<file path="config.mk">
export PLATFORM = sky130hd
export DESIGN_NAME = hit_detector
export DESIGN_NICKNAME = d
export VERILOG_FILES = /design/src/rtl/flyhigh_pkg.sv /design/src/rtl/rect_overlap.sv /design/src/rtl/hit_detector.sv
export SDC_FILE = /design/constraint.sdc
export NUM_CORES = 1
export LEC_CHECK = 0
export CORE_MARGIN = 4
export CORE_UTILIZATION = 40
export DETAILED_ROUTE_END_ITERATION = 10
export GPL_ROUTABILITY_DRIVEN = 0
export PLACE_DENSITY = 0.91
export SLEW_MARGIN = 15
export SYNTH_ARGS = -nofsm -noshare
export SYNTH_HDL_FRONTEND = slang
export SYNTH_SLANG_ARGS = --single-unit
</file>
<file path="constraint.sdc">
create_clock -name i_clk -period 3 [get_ports i_clk]
set_clock_uncertainty 0.2 [all_clocks]
set_input_delay 0.75 -clock i_clk [delete_from_list [all_inputs] [get_ports i_clk]]
set_output_delay 0.75 -clock i_clk [all_outputs]
set_load 0.1 [all_outputs]
</file>
<file path="src/rtl/flyhigh_pkg.sv">
// Shared types and constants for the flyhigh game blocks: the coordinate type,
// the hit-detector state enum and the display size.
package flyhigh_pkg;

  localparam int D_WIDTH  = 640;
  localparam int D_HEIGHT = 480;

  typedef logic [11:0] coord_t;

  typedef enum logic [1:0] {
    ST_ALIVE  = 2'd0,
    ST_HIT    = 2'd1,
    ST_INVULN = 2'd2,
    ST_DEAD   = 2'd3
  } hit_state_e;

  function automatic logic on_screen(input coord_t x, input coord_t y);
    return (x < coord_t'(D_WIDTH)) && (y < coord_t'(D_HEIGHT));
  endfunction

endpackage

</file>
<file path="src/rtl/rect_overlap.sv">
// Combinational strict-overlap test of two axis-aligned rectangles.
// Edges that only touch do not count as overlap.
module rect_overlap
  import flyhigh_pkg::*;
(
  input  coord_t i_ax1,
  input  coord_t i_ax2,
  input  coord_t i_ay1,
  input  coord_t i_ay2,
  input  coord_t i_bx1,
  input  coord_t i_bx2,
  input  coord_t i_by1,
  input  coord_t i_by2,
  input  logic   i_valid,
  output logic   o_overlap
);

  assign o_overlap = i_valid
                   & (i_ax1 < i_bx2) & (i_ax2 > i_bx1)
                   & (i_ay1 < i_by2) & (i_ay2 > i_by1);

endmodule

</file>
<file path="src/rtl/hit_detector.sv">
// Target hit detector: lives, post-hit invulnerability and game-over tracking.
// Define HIT_DETECTOR_BLINK_EN to blink o_visible while invulnerable.
//
// state     | meaning
// ST_ALIVE  | target vulnerable, overlap on a frame tick costs a life
// ST_HIT    | single clock, o_hit / o_bullet_clr asserted
// ST_INVULN | counting down frame ticks, overlap ignored
// ST_DEAD   | no lives left, absorbing until reset
module hit_detector
  import flyhigh_pkg::*;
#(
  parameter int LIVES         = 3,
  parameter int INVULN_FRAMES = 60,
  parameter int BLINK_FRAMES  = 8
) (
  input  logic       i_clk,
  input  logic       i_rst_n,
  input  logic       i_ani_stb,
  input  logic       i_animate,
  input  logic       i_paused,
  input  logic       i_firing,
  input  coord_t     i_bx1,
  input  coord_t     i_bx2,
  input  coord_t     i_by1,
  input  coord_t     i_by2,
  input  coord_t     i_x1,
  input  coord_t     i_x2,
  input  coord_t     i_y1,
  input  coord_t     i_y2,
  output logic       o_hit,
  output logic       o_bullet_clr,
  output logic [3:0] o_lives,
  output logic       o_visible,
  output logic       o_game_over
);

  if (LIVES < 1 || LIVES > 15) begin : g_bad_lives
    $error("hit_detector: LIVES must be 1..15");
  end
  if (INVULN_FRAMES < 1 || INVULN_FRAMES > 255) begin : g_bad_invuln
    $error("hit_detector: INVULN_FRAMES must be 1..255");
  end
  if (BLINK_FRAMES < 1 || BLINK_FRAMES > 255) begin : g_bad_blink
    $error("hit_detector: BLINK_FRAMES must be 1..255");
  end

  localparam logic [3:0] LIVES_INIT  = 4'(LIVES);
  localparam logic [7:0] INVULN_LOAD = 8'(INVULN_FRAMES);

  hit_state_e state_q, state_d;
  logic [3:0] lives_q, lives_d;
  logic [7:0] inv_cnt_q, inv_cnt_d;
  logic       hit_q, hit_d;
  logic       visible_q, visible_d;
  logic       game_over_q, game_over_d;
`ifdef HIT_DETECTOR_BLINK_EN
  localparam logic [7:0] BLINK_LOAD = 8'(BLINK_FRAMES);
  logic [7:0] blink_cnt_q, blink_cnt_d;
`endif

  logic tick;
  logic overlap;

  assign tick = i_ani_stb & i_animate & ~i_paused;

  rect_overlap u_overlap (
    .i_ax1    (i_bx1),
    .i_ax2    (i_bx2),
    .i_ay1    (i_by1),
    .i_ay2    (i_by2),
    .i_bx1    (i_x1),
    .i_bx2    (i_x2),
    .i_by1    (i_y1),
    .i_by2    (i_y2),
    .i_valid  (i_firing),
    .o_overlap(overlap)
  );

  always_comb begin
    state_d     = state_q;
    lives_d     = lives_q;
    inv_cnt_d   = inv_cnt_q;
    hit_d       = 1'b0;
    visible_d   = visible_q;
    game_over_d = game_over_q;
`ifdef HIT_DETECTOR_BLINK_EN
    blink_cnt_d = blink_cnt_q;
`endif
    case (state_q)
      ST_ALIVE: begin
        if (tick && overlap && (lives_q != 4'd0)) begin
          state_d = ST_HIT;
          lives_d = lives_q - 4'd1;
          hit_d   = 1'b1;
        end
      end
      ST_HIT: begin
        if (lives_q == 4'd0) begin
          state_d     = ST_DEAD;
          game_over_d = 1'b1;
          visible_d   = 1'b0;
        end else begin
          state_d   = ST_INVULN;
          inv_cnt_d = INVULN_LOAD;
`ifdef HIT_DETECTOR_BLINK_EN
          visible_d   = 1'b0;
          blink_cnt_d = BLINK_LOAD;
`endif
        end
      end
      ST_INVULN: begin
        if (tick) begin
          inv_cnt_d = inv_cnt_q - 8'd1;
`ifdef HIT_DETECTOR_BLINK_EN
          if (blink_cnt_q <= 8'd1) begin
            visible_d   = ~visible_q;
            blink_cnt_d = BLINK_LOAD;
          end else begin
            blink_cnt_d = blink_cnt_q - 8'd1;
          end
`endif
          // Expiry tick returns to ALIVE but does not itself test overlap.
          if (inv_cnt_q <= 8'd1) begin
            state_d   = ST_ALIVE;
            inv_cnt_d = 8'd0;
`ifdef HIT_DETECTOR_BLINK_EN
            visible_d   = 1'b1;
            blink_cnt_d = 8'd0;
`endif
          end
        end
      end
      ST_DEAD: begin
        game_over_d = 1'b1;
        visible_d   = 1'b0;
      end
      default: state_d = ST_ALIVE;
    endcase
  end

  always_ff @(posedge i_clk or negedge i_rst_n) begin
    if (!i_rst_n) begin
      state_q     <= ST_ALIVE;
      lives_q     <= LIVES_INIT;
      inv_cnt_q   <= 8'd0;
      hit_q       <= 1'b0;
      visible_q   <= 1'b1;
      game_over_q <= 1'b0;
`ifdef HIT_DETECTOR_BLINK_EN
      blink_cnt_q <= 8'd0;
`endif
    end else begin
      state_q     <= state_d;
      lives_q     <= lives_d;
      inv_cnt_q   <= inv_cnt_d;
      hit_q       <= hit_d;
      visible_q   <= visible_d;
      game_over_q <= game_over_d;
`ifdef HIT_DETECTOR_BLINK_EN
      blink_cnt_q <= blink_cnt_d;
`endif
    end
  end

  assign o_hit        = hit_q;
  assign o_bullet_clr = hit_q;
  assign o_lives      = lives_q;
  assign o_visible    = visible_q;
  assign o_game_over  = game_over_q;

endmodule
</file>
Word-level counts from Yosys, hierarchy flattened
Index checks and enable logic that the tools add are counted.
W data, S select, Z words.
{ "word_totals": {"ff_bits": 17, "inputBits": 102} }
{ "classes": {"n_addsub": 2, "n_lt_le_gt_ge": 5, "eq_ne": 8, "muxes": 15, "bitwise": 7, "n_reduce_logical": 12} }
{ "ops": {"columns": ["cell", "count"], "rows": [
  ["$gt A12 B12 Y1", 2],
  ["$lt A12 B12 Y1", 2],
  ["$mux W8", 3],
  ["$pmux W8 S2", 1],
  ["$ne A2 B2 Y1 const B", 5],
  ["$le A8 B1 Y1 const B", 1],
  ["$sub A8 B1 Y8 const B", 1],
  ["$and A1 B1 Y1", 6],
  ["$mux W2", 3],
  ["$pmux W2 S3", 1],
  ["$mux W1", 5],
  ["$eq A2 B2 Y1 const B", 2],
  ["$logic_not A4 Y1", 1],
  ["$pmux W1 S2", 2],
  ["$reduce_and A2 Y1", 2],
  ["$reduce_and A4 Y1", 1],
  ["$reduce_bool A2 Y1", 2],
  ["$reduce_bool A4 Y1", 1],
  ["$sub A4 B1 Y4 const B", 1],
  ["$reduce_and A3 Y1", 1],
  ["$reduce_bool A3 Y1", 1],
  ["$eq A2 B1 Y1 const B", 1],
  ["$logic_and A1 B1 Y1", 2],
  ["$logic_not A2 Y1", 1],
  ["$not A1 Y1", 1]
]} }

Depth between registers and ports, before layout
{ "logic_depth": {"depth_word": 9, "depth_mapped": 8} }

By module
From an unflattened synthesis, not the netlist that was laid out.
{ "hier_totals": {"cells_unflattened": 247, "area_unflattened_um2": 2053.2} }
{ "modules_own_cells": {"columns": ["module", "instances", "cells_each", "area_per_inst_um2", "seq_area_each_um2"], "rows": [
  ["rect_overlap", 1, 160, 1174.9, 0.0],
  ["hit_detector", 1, 87, 878.3, 429.2]
]} }

Worst setup path after synthesis
No wires, ideal clock.
{ "synth_timing": {"kind": "flip-flop to flip-flop", "startpoint": "reg lives_q[0] (netlist: o_lives[0])", "endpoint": "reg lives_q[1] (netlist: o_lives[1])", "arrival_time_ps": 2426, "slack_ps": 299, "path_stages_with_launch": 9, "n_path_buf": 0, "synth_period_minus_slack_ps": 2701, "path_cell_list": "dfstp_2 > inv_1 > ha_1 > nor3b_1 > nand4bb_1 > nor4_2 > nand4_1 > nor4_4 > mux2i_1"} }
{ "synth_via": {"elab_chain_len": 3, "word_cells_on_any_way": 4} }
{ "synth_rtl": {"columns": ["item", "line_no", "text"], "rows": [
  ["from (decl)", "hit_detector.sv:51", "logic [3:0] lives_q, lives_d;"],
  ["from (signal assigned)", "hit_detector.sv:154", "lives_q <= lives_d;"],
  ["branches (longest 3 deep; another with $sub A4 B1 Y4)", null, null]
]} }
Parallel ways; which one is timed is not known.
A chain may end at the register's enable or synchronous reset.

Final worst setup path
{ "layout_timing": {"startpoint": "in i_y2[8]", "endpoint": "reg lives_q[1] (netlist: o_lives[1])"} }
{ "layout_via": {"elab_chain_len": 6} }
{ "layout_rtl": {"columns": ["item", "line_no", "text"], "rows": [
  ["from (decl)", "hit_detector.sv:29", "input coord_t i_y2,"],
  ["$lt A12 B12 Y1", "rect_overlap.sv:20", "& (i_ay1 < i_by2) & (i_ay2 > i_by1);"],
  ["$and A1 B1 Y1 (2 in a row)", "rect_overlap.sv:20", null],
  ["$logic_and A1 B1 Y1 (2 in a row)", "hit_detector.sv:91", "if (tick && overlap && (lives_q != 4'd0)) begin"],
  ["$reduce_and A2 Y1 (no line)", null, null]
]} }
No other way between the ends.

==> results by group <==
Run status
  • Status: finished clean

Logic synthesis
  • Synth cell count leaders: inv_1 (51), ha_1 (49), dfrtp_1 (14), nand2_1 (14)
  • Post-Syn Area per Cell: 8.44 um^2
  • Yosys warning count: 0
  • Sequential fraction of the synthesis area: 0.204
  • Yosys reg bits: 17
  • Post-synth EDFFs: 0
  • Post-synthesis instance area: 0.00210 mm^2
  • Most area-hungry cell type in the Yosys netlist: ha_1
  • Distinct cells, synth: 42
  • Share of the synthesized area in the top cell type: 0.292
  • Most frequent cell after synthesis: inv_1
  • Syn Inst Count: 249
  • Largest cells by area after synthesis: ha_1 (29%), dfrtp_1 (17%), inv_1 (9.1%)
  • Syn nets: 400
  • Synth Flop Type: dfrtp_1
  • Asr flop ratio synth: 1.00

Timing
  • Final-report hold violation count: 0
  • Fin. max-slew vios: 0
  • Worst Tran Pin Value: 0.766 ns
  • FMAX: 0.346 GHz
  • Setup Viol. Count Final: 0
  • Period minus WS final: 2.89 ns
  • Slew headroom: 0.487
  • Final period util: 0.964

Floorplan
  • Standard-cell rows: 26
  • Die Area: 0.00648 mm^2
  • Placeable core area: 0.00511 mm^2
  • Initial Util: 0.411
  • Die Ht: 80.5 um
  • Io pins: 110
  • Die X: 80.5 um

Finish
  • Ant diodes: 0
  • Fraction of layout instances using a drive strength above 1: 0.114
  • Area growth, synth to finish: 64.1%
  • Design Area, Final: 0.00345 mm^2
  • Fill cells: 413
  • Final core occ: 0.675
  • Final #Nets: 522

Critical path
  • CP max-delay cell: clkdlybuf4s50_1
  • Setup CP Type: primary input to register
  • Required time worst endpoint: 2.98 ns
  • Critical path startpoint category: primary input
  • Crit-path leading delay family: simple AND/OR/NAND/NOR gates
  • CP Capture Type: register
  • Crit-path cells: clkdlybuf4s50_1 > inv_1 > ha_1 > nand4_1 > o22ai_2 > nor4_2 > nand4_1 > nor4_4 > mux2i_1
  • Critical Path Max Stage Delay: 0.45 ns
  • Most frequent cell on the critical path: nand4_1
  • Worst path bufs/invs: 2
  • Crit-path max FO: 4
  • CP Data Arrival Time: 2.87 ns

Pwr
  • Combinational power share: 0.460
  • Cell Pwr Density: 254 mW/mm^2
  • Fraction of power consumed by sequential logic: 0.348
  • Peak VDD IR: 0.000144 V
  • Tot Pwr: 874 uW
  • Switching Fraction: 0.316
  • Internal: 598 uW
  • Leak Pwr: 0.00167 uW
  • Clock power frac: 0.192
  • Switching pwr: 276 uW

Route
  • Drt pass-1 iters: 6
  • DR WL/cell: 13.5 um
  • Post-route ant nets: 0
  • 1st-iter DRT viols: 76
  • Vias: 2214
  • Vias/cell: 5.03
  • Final wirelength: 5940 um
  • DRC viols: 0

Global routing
  • Initial antenna violation count: 0
  • Vias in the first global route: 2317
  • GRT Total Usage: 0.179
  • First-pass GRT wire length: 9360 um
  • Grt ovf: 0
  • Largest net degree at the start of global routing: 18

CTS
  • Num CTS Buffers: 3
  • Clock latency on the worst-skew pair: 0.25 ns
  • CTS sink cnt: 17
  • Root Buffer: clkbuf_8
  • CTS tree: done
  • Clock Path Buffers: 2
  • Worst-path clk slew: 0.06 ns
  • H-Tree Depth: 1
  • Hold-fix buffers, CTS: 0

Placed design
  • Hpwl dp: 5260 um
  • Dpl cell area: 0.00331 mm^2
  • I/O Buffers: 109

Flow run
  • Max Cap Violations: 0

Hold path
  • Hold Path Class: register to register
==> worst reg2reg max path, stage by stage (launching register included) <==
cell and delay, ns:
dfstp_2 0.55, inv_1 0.07, ha_1 0.22, nor3b_1 0.18, nand4bb_1 0.22, nor4_2 0.35, nand4_1 0.20, nor4_4 0.30
mux2i_1 0.23
==> logic make-up after synthesis <==
group / Yosys count / synth area share
adders and majority gates: 49 / 0.292
muxes: 3 / 0.0143
and+or+nand+nor: 79 / 0.217
buffers and inverters: 52 / 0.0947
AOI/OAI and AO/OA: 46 / 0.165
DFF: 17 / 0.204
xor gates and xnor gates: 3 / 0.0125
==> placed cells by master, fill, tap and decap left out, types with 2 or more instances in the layout <==
master | synthesis | layout
o21ai_1 | 2 | 2
clkbuf_8 | 0 | 3
ha_1 | 49 | 44
nor2_1 | 12 | 12
nor4_1 | 5 | 5
o21ai_0 | 8 | 8
nor3b_1 | 6 | 5
a21oi_1 | 12 | 9
nand4_1 | 10 | 10
nand3_1 | 5 | 5
nor2b_1 | 5 | 5
nand2_1 | 14 | 14
inv_1 | 51 | 50
a21oi_2 | 0 | 3
nand2b_1 | 2 | 2
mux2i_1 | 3 | 3
a31oi_1 | 2 | 2
o211ai_1 | 4 | 4
a211o_1 | 2 | 2
nor3_1 | 10 | 10
a21o_1 | 7 | 7
dfrtp_1 | 14 | 14
xor2_1 | 2 | 2
dfstp_2 | 3 | 3
ha_4 | 0 | 4
a2111oi_4 | 2 | 2
buf_4 | 1 | 17
clkdlybuf4s50_1 | 0 | 100
==> final cells by class <==
type | instances | area [um^2] | area share
Sequential cell | 17 | 429 | 0.124
Tap cell | 70 | 87.6 | 0.0254
Inverter | 51 | 191 | 0.0555
Clock buffer | 4 | 45.0 | 0.0131
Timing Repair Buffer | 118 | 1140 | 0.331
Multi-Input combinational cell | 180 | 1550 | 0.451
==> stage by stage <==
stage               setup WS (ns)  setup TNS, ns  cells  hold WS [ns]
floorplan                   0.299              0    249         0.254
global placement          -0.0489        -0.0860    435         0.259
detailed placement         -0.182         -0.578    435         0.269
CTS                        0.0724              0    439         0.284
global route             -0.00505       -0.00505    440         0.303
finish                      0.108              0    440         0.278
==> power groups by stage <==
stage	Sequential (uW)	Combinational, uW	Clock, uW
2_1_floorplan	300	189	0
6_report	304	402	168
5_1_grt	311	457	184
3_3_place_gp	305	365	0
4_1_cts	304	391	170
3_5_place_dp	308	387	0
==> sequential cells by signal, summed over array words and instances, names as in the netlist <==
name and flops:
state_q 2, o_bullet_clr 1, o_game_over 1, o_lives 4, o_visible 1, inv_cnt_q 8
==> timing repair <==
item | CTS | global route
setup endpoints to repair | 0 | 1
resized for setup | 0 | 14
setup buffers | 0 | 1
==> final timing paths <==
check                                        start                       end  slack, ns  depth (start not counted)
max                                        i_y2[8]    o_lives[1]$_DFFE_PN1P_       0.11                          9
min                        o_game_over$_DFFE_PN0P_   o_game_over$_DFFE_PN0P_       0.28                          1
max reg2reg                 o_lives[0]$_DFFE_PN1P_    o_lives[1]$_DFFE_PN1P_       0.42                          8
min reg2reg                o_game_over$_DFFE_PN0P_   o_game_over$_DFFE_PN0P_       0.28                          1
max in group asynchronous                  i_rst_n    o_lives[3]$_DFFE_PN0P_       1.37                          1
min in group asynchronous                  i_rst_n  inv_cnt_q[6]$_DFFE_PN0P_       0.75                          1
==> metal layers <==
metal	vias up	GRT usage	part of all wire
met2	71	0.363	0.53
met3	11	0.0258	0.060
met1	1006	0.189	0.39
met5	-	0	0
li1	1126	-	-
met4	0	0.0422	0.017
No activity file was read; power rests on OpenSTA's default activity.
